<file path="src/rtl/two_ch_splitter_if.sv">
// Bundle for the two-channel frame splitter: one input stream, two FIFO write ports and the loss counters.
interface two_ch_splitter_if #(
  parameter int DATA_WIDTH = 64
);
  logic [DATA_WIDTH-1:0] DIN;
  logic                  iVALID;
  logic                  oREADY;
  logic [DATA_WIDTH-1:0] CH0_DOUT;
  logic                  CH0_WE;
  logic                  CH0_FULL;
  logic [DATA_WIDTH-1:0] CH1_DOUT;
  logic                  CH1_WE;
  logic                  CH1_FULL;
  logic [15:0]           HEADER_LOST_CNT;
  logic [15:0]           FOOTER_LOST_CNT;

  modport slave (
    input  DIN, iVALID, CH0_FULL, CH1_FULL,
    output oREADY, CH0_DOUT, CH0_WE, CH1_DOUT, CH1_WE, HEADER_LOST_CNT, FOOTER_LOST_CNT
  );

  modport master (
    output DIN, iVALID, CH0_FULL, CH1_FULL,
    input  oREADY, CH0_DOUT, CH0_WE, CH1_DOUT, CH1_WE, HEADER_LOST_CNT, FOOTER_LOST_CNT
  );
endinterface

</file>
<file path="src/rtl/two_ch_splitter.sv">
// Splits a header/footer framed word stream into two FIFO channels, repairing frames whose footer was lost.
// state      | meaning
// IDLE       | between frames, waiting for a header
// ROUTE      | inside a frame, words go to cur_ch
// FIX_FOOTER | synthesized footer sent, held header waits for its channel
module two_ch_splitter #(
  parameter int DATA_WIDTH = 64,
  parameter int CH_BIT     = 8
) (
  input  logic             CLK,
  input  logic             RESET,
  two_ch_splitter_if.slave bus
);
  typedef enum logic [1:0] {IDLE, ROUTE, FIX_FOOTER} state_t;

  localparam logic [DATA_WIDTH-1:0] RST_WORD    = {8'h00, {(DATA_WIDTH-8){1'b1}}};
  localparam logic [DATA_WIDTH-1:0] FOOTER_WORD = {4'b1100, {(DATA_WIDTH-12){1'b1}}, 8'hEF};

  state_t                state;
  logic                  cur_ch;
  logic [DATA_WIDTH-1:0] hold;
  logic [DATA_WIDTH-1:0] ch0_dout, ch1_dout;
  logic                  ch0_we, ch1_we;
  logic [15:0]           hdr_lost, ftr_lost;

  logic [1:0]            full;
  logic                  ready, accept, is_hdr, is_ftr, hold_ch;
  logic                  wr, wr_ch;
  logic [DATA_WIDTH-1:0] wr_data;

  assign full    = {bus.CH1_FULL, bus.CH0_FULL};
  assign is_hdr  = &bus.DIN[DATA_WIDTH-1 -: 7];
  assign is_ftr  = !is_hdr && (&bus.DIN[DATA_WIDTH-1 -: 2]) && (bus.DIN[4:0] == 5'b01111);
  assign accept  = bus.iVALID && ready;
  assign hold_ch = hold[CH_BIT];

  always_comb begin
    ready = 1'b0;
    if (!RESET) begin
      case (state)
        IDLE:    ready = !full[0] && !full[1];
        ROUTE:   ready = !full[cur_ch];
        default: ready = 1'b0;
      endcase
    end
  end

  // Single write port shared by both channels; a word is never steered to both.
  always_comb begin
    wr      = 1'b0;
    wr_ch   = cur_ch;
    wr_data = bus.DIN;
    case (state)
      IDLE: begin
        if (accept && is_hdr) begin
          wr    = 1'b1;
          wr_ch = bus.DIN[CH_BIT];
        end
      end
      ROUTE: begin
        if (accept) begin
          wr = 1'b1;
          if (is_hdr) wr_data = FOOTER_WORD;
        end
      end
      FIX_FOOTER: begin
        if (!full[hold_ch]) begin
          wr      = 1'b1;
          wr_ch   = hold_ch;
          wr_data = hold;
        end
      end
      default: wr = 1'b0;
    endcase
  end

  always_ff @(posedge CLK) begin
    if (RESET) begin
      state    <= IDLE;
      cur_ch   <= 1'b0;
      hold     <= RST_WORD;
      ch0_dout <= RST_WORD;
      ch1_dout <= RST_WORD;
      ch0_we   <= 1'b0;
      ch1_we   <= 1'b0;
      hdr_lost <= 16'd0;
      ftr_lost <= 16'd0;
    end else begin
      ch0_we <= wr && !wr_ch;
      ch1_we <= wr && wr_ch;
      if (wr && !wr_ch) ch0_dout <= wr_data;
      if (wr && wr_ch)  ch1_dout <= wr_data;
      case (state)
        IDLE: begin
          if (accept) begin
            if (is_hdr) begin
              cur_ch <= bus.DIN[CH_BIT];
              state  <= ROUTE;
            end else if (hdr_lost != 16'hFFFF) begin
              hdr_lost <= hdr_lost + 16'd1;
            end
          end
        end
        ROUTE: begin
          if (accept) begin
            if (is_hdr) begin
              hold  <= bus.DIN;
              state <= FIX_FOOTER;
              if (ftr_lost != 16'hFFFF) ftr_lost <= ftr_lost + 16'd1;
            end else if (is_ftr) begin
              state <= IDLE;
            end
          end
        end
        FIX_FOOTER: begin
          if (!full[hold_ch]) begin
            cur_ch <= hold_ch;
            state  <= ROUTE;
          end
        end
        default: state <= IDLE;
      endcase
    end
  end

  assign bus.oREADY          = ready;
  assign bus.CH0_DOUT        = ch0_dout;
  assign bus.CH0_WE          = ch0_we;
  assign bus.CH1_DOUT        = ch1_dout;
  assign bus.CH1_WE          = ch1_we;
  assign bus.HEADER_LOST_CNT = hdr_lost;
  assign bus.FOOTER_LOST_CNT = ftr_lost;
endmodule

</file>
<file path="src/flat_wrapper.sv">
// flat-port wrapper written by rule: the top's interface ports become plain ports
module two_ch_splitter_flat 
#(
  parameter int DATA_WIDTH = 64,
  parameter int CH_BIT     = 8
)
  (CLK, RESET, bus_DIN, bus_iVALID, bus_CH0_FULL, bus_CH1_FULL, bus_oREADY, bus_CH0_DOUT, bus_CH0_WE, bus_CH1_DOUT, bus_CH1_WE, bus_HEADER_LOST_CNT, bus_FOOTER_LOST_CNT);
  two_ch_splitter_if #(.DATA_WIDTH(DATA_WIDTH)) bus_i ();
  input  logic CLK;
  input  logic RESET;
  input wire logic [$bits(bus_i.DIN)-1:0] bus_DIN;
  input wire logic [$bits(bus_i.iVALID)-1:0] bus_iVALID;
  input wire logic [$bits(bus_i.CH0_FULL)-1:0] bus_CH0_FULL;
  input wire logic [$bits(bus_i.CH1_FULL)-1:0] bus_CH1_FULL;
  output wire logic [$bits(bus_i.oREADY)-1:0] bus_oREADY;
  output wire logic [$bits(bus_i.CH0_DOUT)-1:0] bus_CH0_DOUT;
  output wire logic [$bits(bus_i.CH0_WE)-1:0] bus_CH0_WE;
  output wire logic [$bits(bus_i.CH1_DOUT)-1:0] bus_CH1_DOUT;
  output wire logic [$bits(bus_i.CH1_WE)-1:0] bus_CH1_WE;
  output wire logic [$bits(bus_i.HEADER_LOST_CNT)-1:0] bus_HEADER_LOST_CNT;
  output wire logic [$bits(bus_i.FOOTER_LOST_CNT)-1:0] bus_FOOTER_LOST_CNT;
  assign bus_i.DIN = bus_DIN;
  assign bus_i.iVALID = bus_iVALID;
  assign bus_i.CH0_FULL = bus_CH0_FULL;
  assign bus_i.CH1_FULL = bus_CH1_FULL;
  assign bus_oREADY = bus_i.oREADY;
  assign bus_CH0_DOUT = bus_i.CH0_DOUT;
  assign bus_CH0_WE = bus_i.CH0_WE;
  assign bus_CH1_DOUT = bus_i.CH1_DOUT;
  assign bus_CH1_WE = bus_i.CH1_WE;
  assign bus_HEADER_LOST_CNT = bus_i.HEADER_LOST_CNT;
  assign bus_FOOTER_LOST_CNT = bus_i.FOOTER_LOST_CNT;
  two_ch_splitter #(.DATA_WIDTH(DATA_WIDTH), .CH_BIT(CH_BIT)) u_core (.CLK(CLK), .RESET(RESET), .bus(bus_i));
endmodule
</file>
<file path="config.mk">
export PLATFORM = sky130hd
export DESIGN_NAME = two_ch_splitter_flat
export DESIGN_NICKNAME = d
export VERILOG_FILES = /design/src/rtl/two_ch_splitter_if.sv /design/src/rtl/two_ch_splitter.sv /design/src/flat_wrapper.sv
export SDC_FILE = /design/constraint.sdc
export NUM_CORES = 1
export LEC_CHECK = 0
export ABC_AREA = 1
export CORE_ASPECT_RATIO = 0.7
export CORE_MARGIN = 5
export CORE_UTILIZATION = 35
export DETAILED_ROUTE_END_ITERATION = 7
export GPL_TIMING_DRIVEN = 0
export MAX_ROUTING_LAYER = met4
export RECOVER_POWER = 50
export SLEW_MARGIN = 10
export SYNTH_ARGS = -nofsm -noshare
export SYNTH_HDL_FRONTEND = slang
export SYNTH_SLANG_ARGS = --single-unit
</file>
<file path="constraint.sdc">
create_clock -name CLK -period 6.65 [get_ports CLK]
set_input_delay 1.995 -clock CLK [delete_from_list [all_inputs] [get_ports CLK]]
set_output_delay 1.995 -clock CLK [all_outputs]
set_load 0.03 [all_outputs]
</file>
; Yosys cells after proc, flatten, opt, wreduce, memory -nomap -nowiden
; Cells that the tools add are included.
[totals]
regBits = 229
input_bits = 69
out_inout_bits = 163
wordCells = 72
[classes]
addsub = 2
magnitude_cmp = 2
eq_ne = 10
mux = 27
bitwise = 1
reduce_logical = 21
[op_table]
columns = operator, count
row1 = 64-bit 2-to-1 mux, 3
row2 = 64-bit one-hot mux with 2 select lines, 1
row3 = 16-bit by 1-bit adder with 16-bit output (second input constant), 2
row4 = 16-bit != test (second input constant), 2
row5 = 1-bit 2-to-1 mux, 12
row6 = 2-bit 2-to-1 mux, 6
row7 = 10-bit AND reduction, 1
row8 = 9-bit AND reduction, 1
row9 = 1-bit logical AND, 7
row10 = 7-bit AND reduction, 1
row11 = 2-bit by 1-bit != test with 1-bit output (second input constant), 3
row12 = 1-bit one-hot mux with 2 select lines, 3
row13 = 2-bit one-hot mux with 3 select lines, 1
row14 = 5-bit by 4-bit equality test with 1-bit output (second input constant), 1
row15 = 1-bit logical NOT, 5
row16 = 5-bit AND reduction, 1
row17 = 1-bit by 2-bit less-than comparator with 1-bit output (second input constant), 2
row18 = 4-bit AND reduction, 1
row19 = 3-bit by 1-bit != test with 1-bit output (second input constant), 1
row20 = 1-bit one-hot mux with 3 select lines, 1
row21 = 3-bit AND reduction, 1
row22 = 2-bit by 1-bit equality test with 1-bit output (second input constant), 1
row23 = 2-bit equality test (second input constant), 1
row24 = 2-bit logical NOT, 1
row25 = 4 further kinds, 4

; Depth between registers and ports, before layout
[depth]
depth_word = 11
mapped_depth = 16
mapped_depth_nobuf = 15

; Least setup slack after synthesis
; Ideal clock, no wire load.
[synth_path]
path_type = input-to-output
start = input RESET
end = output bus_oREADY
t_arrival_ps = 2583
required_ps = 4655
slack_ps = 2072
stages = 4
n_path_buf = 1
path_cell_list = buf_2 -> inv_2 -> nand2_1 -> nor2_4
[synth_via]
elab_chain_cells = 1
[synth_rtl]
columns = item, line_no
row1 = "start, declared", flat_wrapper.sv:10  ; input logic RESET;
row2 = 1-bit 2-to-1 mux, two_ch_splitter.sv:39  ; if (!RESET) begin
row3 = "end, declared", flat_wrapper.sv:15  ; output wire logic [$bits(bus_i.oREADY)-1:0] bus_oREADY;
; No other way between the ends.

; Worst setup path in the final report
[layout_path]
start = input bus_CH0_FULL
end = output bus_oREADY
[layout_via]
elab_chain_cells = 5
elab_cells_between_ends = 7
classes_between = mux (4) / reduce/logical (3)
[layout_rtl]
columns = item, line_no
row1 = "start, declared", flat_wrapper.sv:13  ; input wire logic [$bits(bus_i.CH0_FULL)-1:0] bus_CH0_FULL;
row2 = 1-bit 2-to-1 mux (implied by the code) (2 in a row), two_ch_splitter.sv:42  ; ROUTE: ready = !full[cur_ch];
row3 = 1-bit logical NOT, two_ch_splitter.sv:42
row4 = 1-bit one-hot mux with 2 select lines (*), two_ch_splitter.sv:40  ; case (state)
row5 = 1-bit 2-to-1 mux (*), two_ch_splitter.sv:39
; Mark *: on every way between the ends. The rest lies on a longest branch, timed or not. The select of a mux whose other input is x is not followed.

==> results.py <==
metrics = {
    "run_status": {
        "outcome": "complete, no violations",
    },
    "timing": {
        "fin_crit_sh_pct": 83.0,
        "skew_ps": 22.1,
        "worst_slack_ps": 1130,
        "rsz0062_at_grt": "false",
        "fmax_mhz": 181,
        "slew_viol_final": 0,
        "finalSetupTns_ps": 0,
        "fin_crit_ps": 5520,
        "slew-limit-headroom_pct": 13.6,
        "final_hold_viol_count": 0,
        "setup_viol": 0,
        "worstMarginPinSlew_ps": 1280,
    },
    "placed_design": {
        "gp_congestion": 0.910,
        "post-dp-hpwl_um": 29100,
        "preCtsSetupSlack_ps": 1110,
        "numPortBuffers": 230,
    },
    "cts": {
        "clk_pin_slew_ps": 60,
        "cts_resized": 0,
        "clock_latency_ps": 550,
        "root_buffer": "clkbuf_16",
        "cts.sinks": 229,
        "cts_buffer_depth": 3,
        "numCtsBuffers": 25,
        "cts.htree.levels": 1,
        "cts_setup_buffers": 0,
        "cts_tree": "yes",
        "cts_hold_buffers": 0,
    },
    "synthesis": {
        "synth_largest_area_cell": "dfxtp_1",
        "yosysMostFrequentCell": "nand2_1",
        "synth_area_leaders": "dfxtp_1 (44%), nand2_1 (9.7%), nand3_1 (9.2%), a21oi_1 (6.0%), nor2_1 (5.9%)",
        "synthArstFlopShare_pct": 0,
        "syn_area_per_cell_um2": 7.18,
        "synth.top_cells.by_count": "nand2_1 (271), dfxtp_1 (229), nand3_1 (194)",
        "ys_types": 34,
        "netlist_area_um2": 10500,
        "synth_edf_count": 0,
        "syn_nets": 1542,
        "ys.flop_type": "dfxtp_1",
        "synth-seq-area-share_pct": 43.6,
        "yosys_register_bits": 229,
        "synth_top_area_share_pct": 43.6,
        "postSynthCellCount": 1465,
        "yosysWarnings": 0,
    },
    "grt": {
        "grt_pass1_wl_um": 59400,
        "grt_pass1_vias": 10096,
        "grt_max_degree": 15,
        "overflow": 0,
        "grt_use_total_pct": 22.8,
        "antenna_found_initial": 5,
    },
    "drt": {
        "drc": 0,
        "wire_per_inst_um": 18.5,
        "drtAntennaViolNets": 0,
        "dr.pass1.iters": 8,
        "drt_iter0_drc": 863,
        "vias_per_cell": 5.13,
        "wl_um": 39400,
        "route.vias.total": 10929,
    },
    "setup_path": {
        "cp.arrival_ps": 3520,
        "required_ps": 4660,
        "path_class": "in2out",
        "start_kind": "input pin",
        "cp-end-kind": "output pin",
        "crit_fanout": 5,
    },
    "flow_run": {
        "maxCapViolations": 0,
    },
    "power_and_ir_drop": {
        "peakVddDrop_mv": 0.162,
        "power.density_nw_per_um2": 226,
        "p_leak_nw": 6.05,
    },
    "finish": {
        "finish.utilization_pct": 47.7,
        "area_growth_pct": 35.3,
        "drive_above_1_share_pct": 6.38,
        "fin_nets": 1799,
    },
    "floorplanning": {
        "row_count": 53,
        "core_area_um2": 29800,
        "die_area_um2": 33700,
        "start_util_pct": 35.2,
        "fp.dieW_um": 217,
        "die_y_um": 155,
        "boundaryPins": 232,
    },
    "worst_hold_path": {
        "hold_path.class": "reg2reg",
    },
}
==> area by class of cell <==
type | count | area (µm²)
fillers | 2962 | 15600
plain buffers | 110 | 477
inverters | 125 | 469
clock buffers | 30 | 674
repair buffers | 230 | 2300
multi-input cells | 1001 | 4960
well taps | 385 | 482
clock inverters | 16 | 269
flip-flops and latches | 229 | 4580
diodes | 6 | 15.0
==> stage by stage <==
| step | cell area [µm²] | hold WS, ps | cells | total power [mW] |
|---|---|---|---|---|
| final | 14200 | 455 | 2132 | 3.22 |
| after global routing | 14200 | 474 | 2131 | 3.32 |
| after CTS | 14200 | 455 | 2126 | 3.24 |
| after detailed placement | 13300 | 445 | 2080 | 1.63 |
| after global placement | 13300 | 442 | 2080 | 1.63 |
| after floorplan | 10500 | 430 | 1465 | 1.52 |
==> registers in the layout, summed over array words and instances, names as in the netlist <==
name and flops:
u_core.cur_ch 1, u_core.bus.HEADER_LOST_CNT 16, u_core.hold 64, u_core.bus.CH0_WE 1, u_core.bus.CH1_DOUT 64, u_core.bus.CH1_WE 1
u_core.bus.CH0_DOUT 64, u_core.state 2, u_core.bus.FOOTER_LOST_CNT 16
==> final timing paths <==
kind                                              start                       endpoint  slack, ps  cells past startpoint
worst max-delay path                       bus_CH0_FULL                     bus_oREADY       1130                      5
worst max register to register          u_core.state[1]  u_core.bus.FOOTER_LOST_CNT[2]       3030                     14
worst min-delay path            u_core.bus.CH0_DOUT[35]        u_core.bus.CH0_DOUT[35]        460                      2
worst min register to register  u_core.bus.CH0_DOUT[35]        u_core.bus.CH0_DOUT[35]        460                      2
==> critical path, cell delays in order <==
cell and delay (ps):
clkdlybuf4s50_1 460, nand2_1 90, nand2_1 80, nor2_4 170
clkdlybuf4s50_1 720
==> power by group <==
part | total, mW | switching, mW | internal, mW
registers | 1.38 | 0.00201 | 1.37
logic | 0.226 | 0.147 | 0.0789
clock network | 1.61 | 0.615 | 0.999
total | 3.22 | 0.764 | 2.45
==> routing by layer <==
layer	wire, µm	global-route usage (%)
met4	860	5.08
met2	16100	31.6
met1	19900	34.8
met5	0	-
met3	2620	3.66
==> layout by cell type (no fill, tap or decap), types with 2 or more instances in the layout <==
cell type,count
buf_4,3
nor3_1,20
dlygate4sd3_1,163
o21ai_0,26
a21oi_1,128
nand3_1,195
nand4_1,65
nor2b_1,2
clkbuf_16,25
diode_2,6
a31oi_1,2
clkinv_2,5
dfxtp_1,229
clkbuf_1,75
inv_1,125
clkdlybuf4s50_1,67
buf_6,3
buf_1,7
o211ai_1,56
bufinv_16,7
a21oi_2,31
ha_1,8
nor2_1,166
xnor2_1,3
clkbuf_8,3
nand3b_1,7
buf_2,24
inv_6,2
nor4_1,4
nand2_2,4
xor2_1,6
nand2_1,271
==> kinds of logic after synthesis <==
kind of cell               synth area share [%]
and+or+nand+nor                            31.2
AOI/OAI and AO/OA                          14.4
buffers and inverters                      9.08
DFF                                        43.6
xor gates and xnor gates                  0.749
adders and majority gates                 0.952
(Power assumes the default switching activity.)
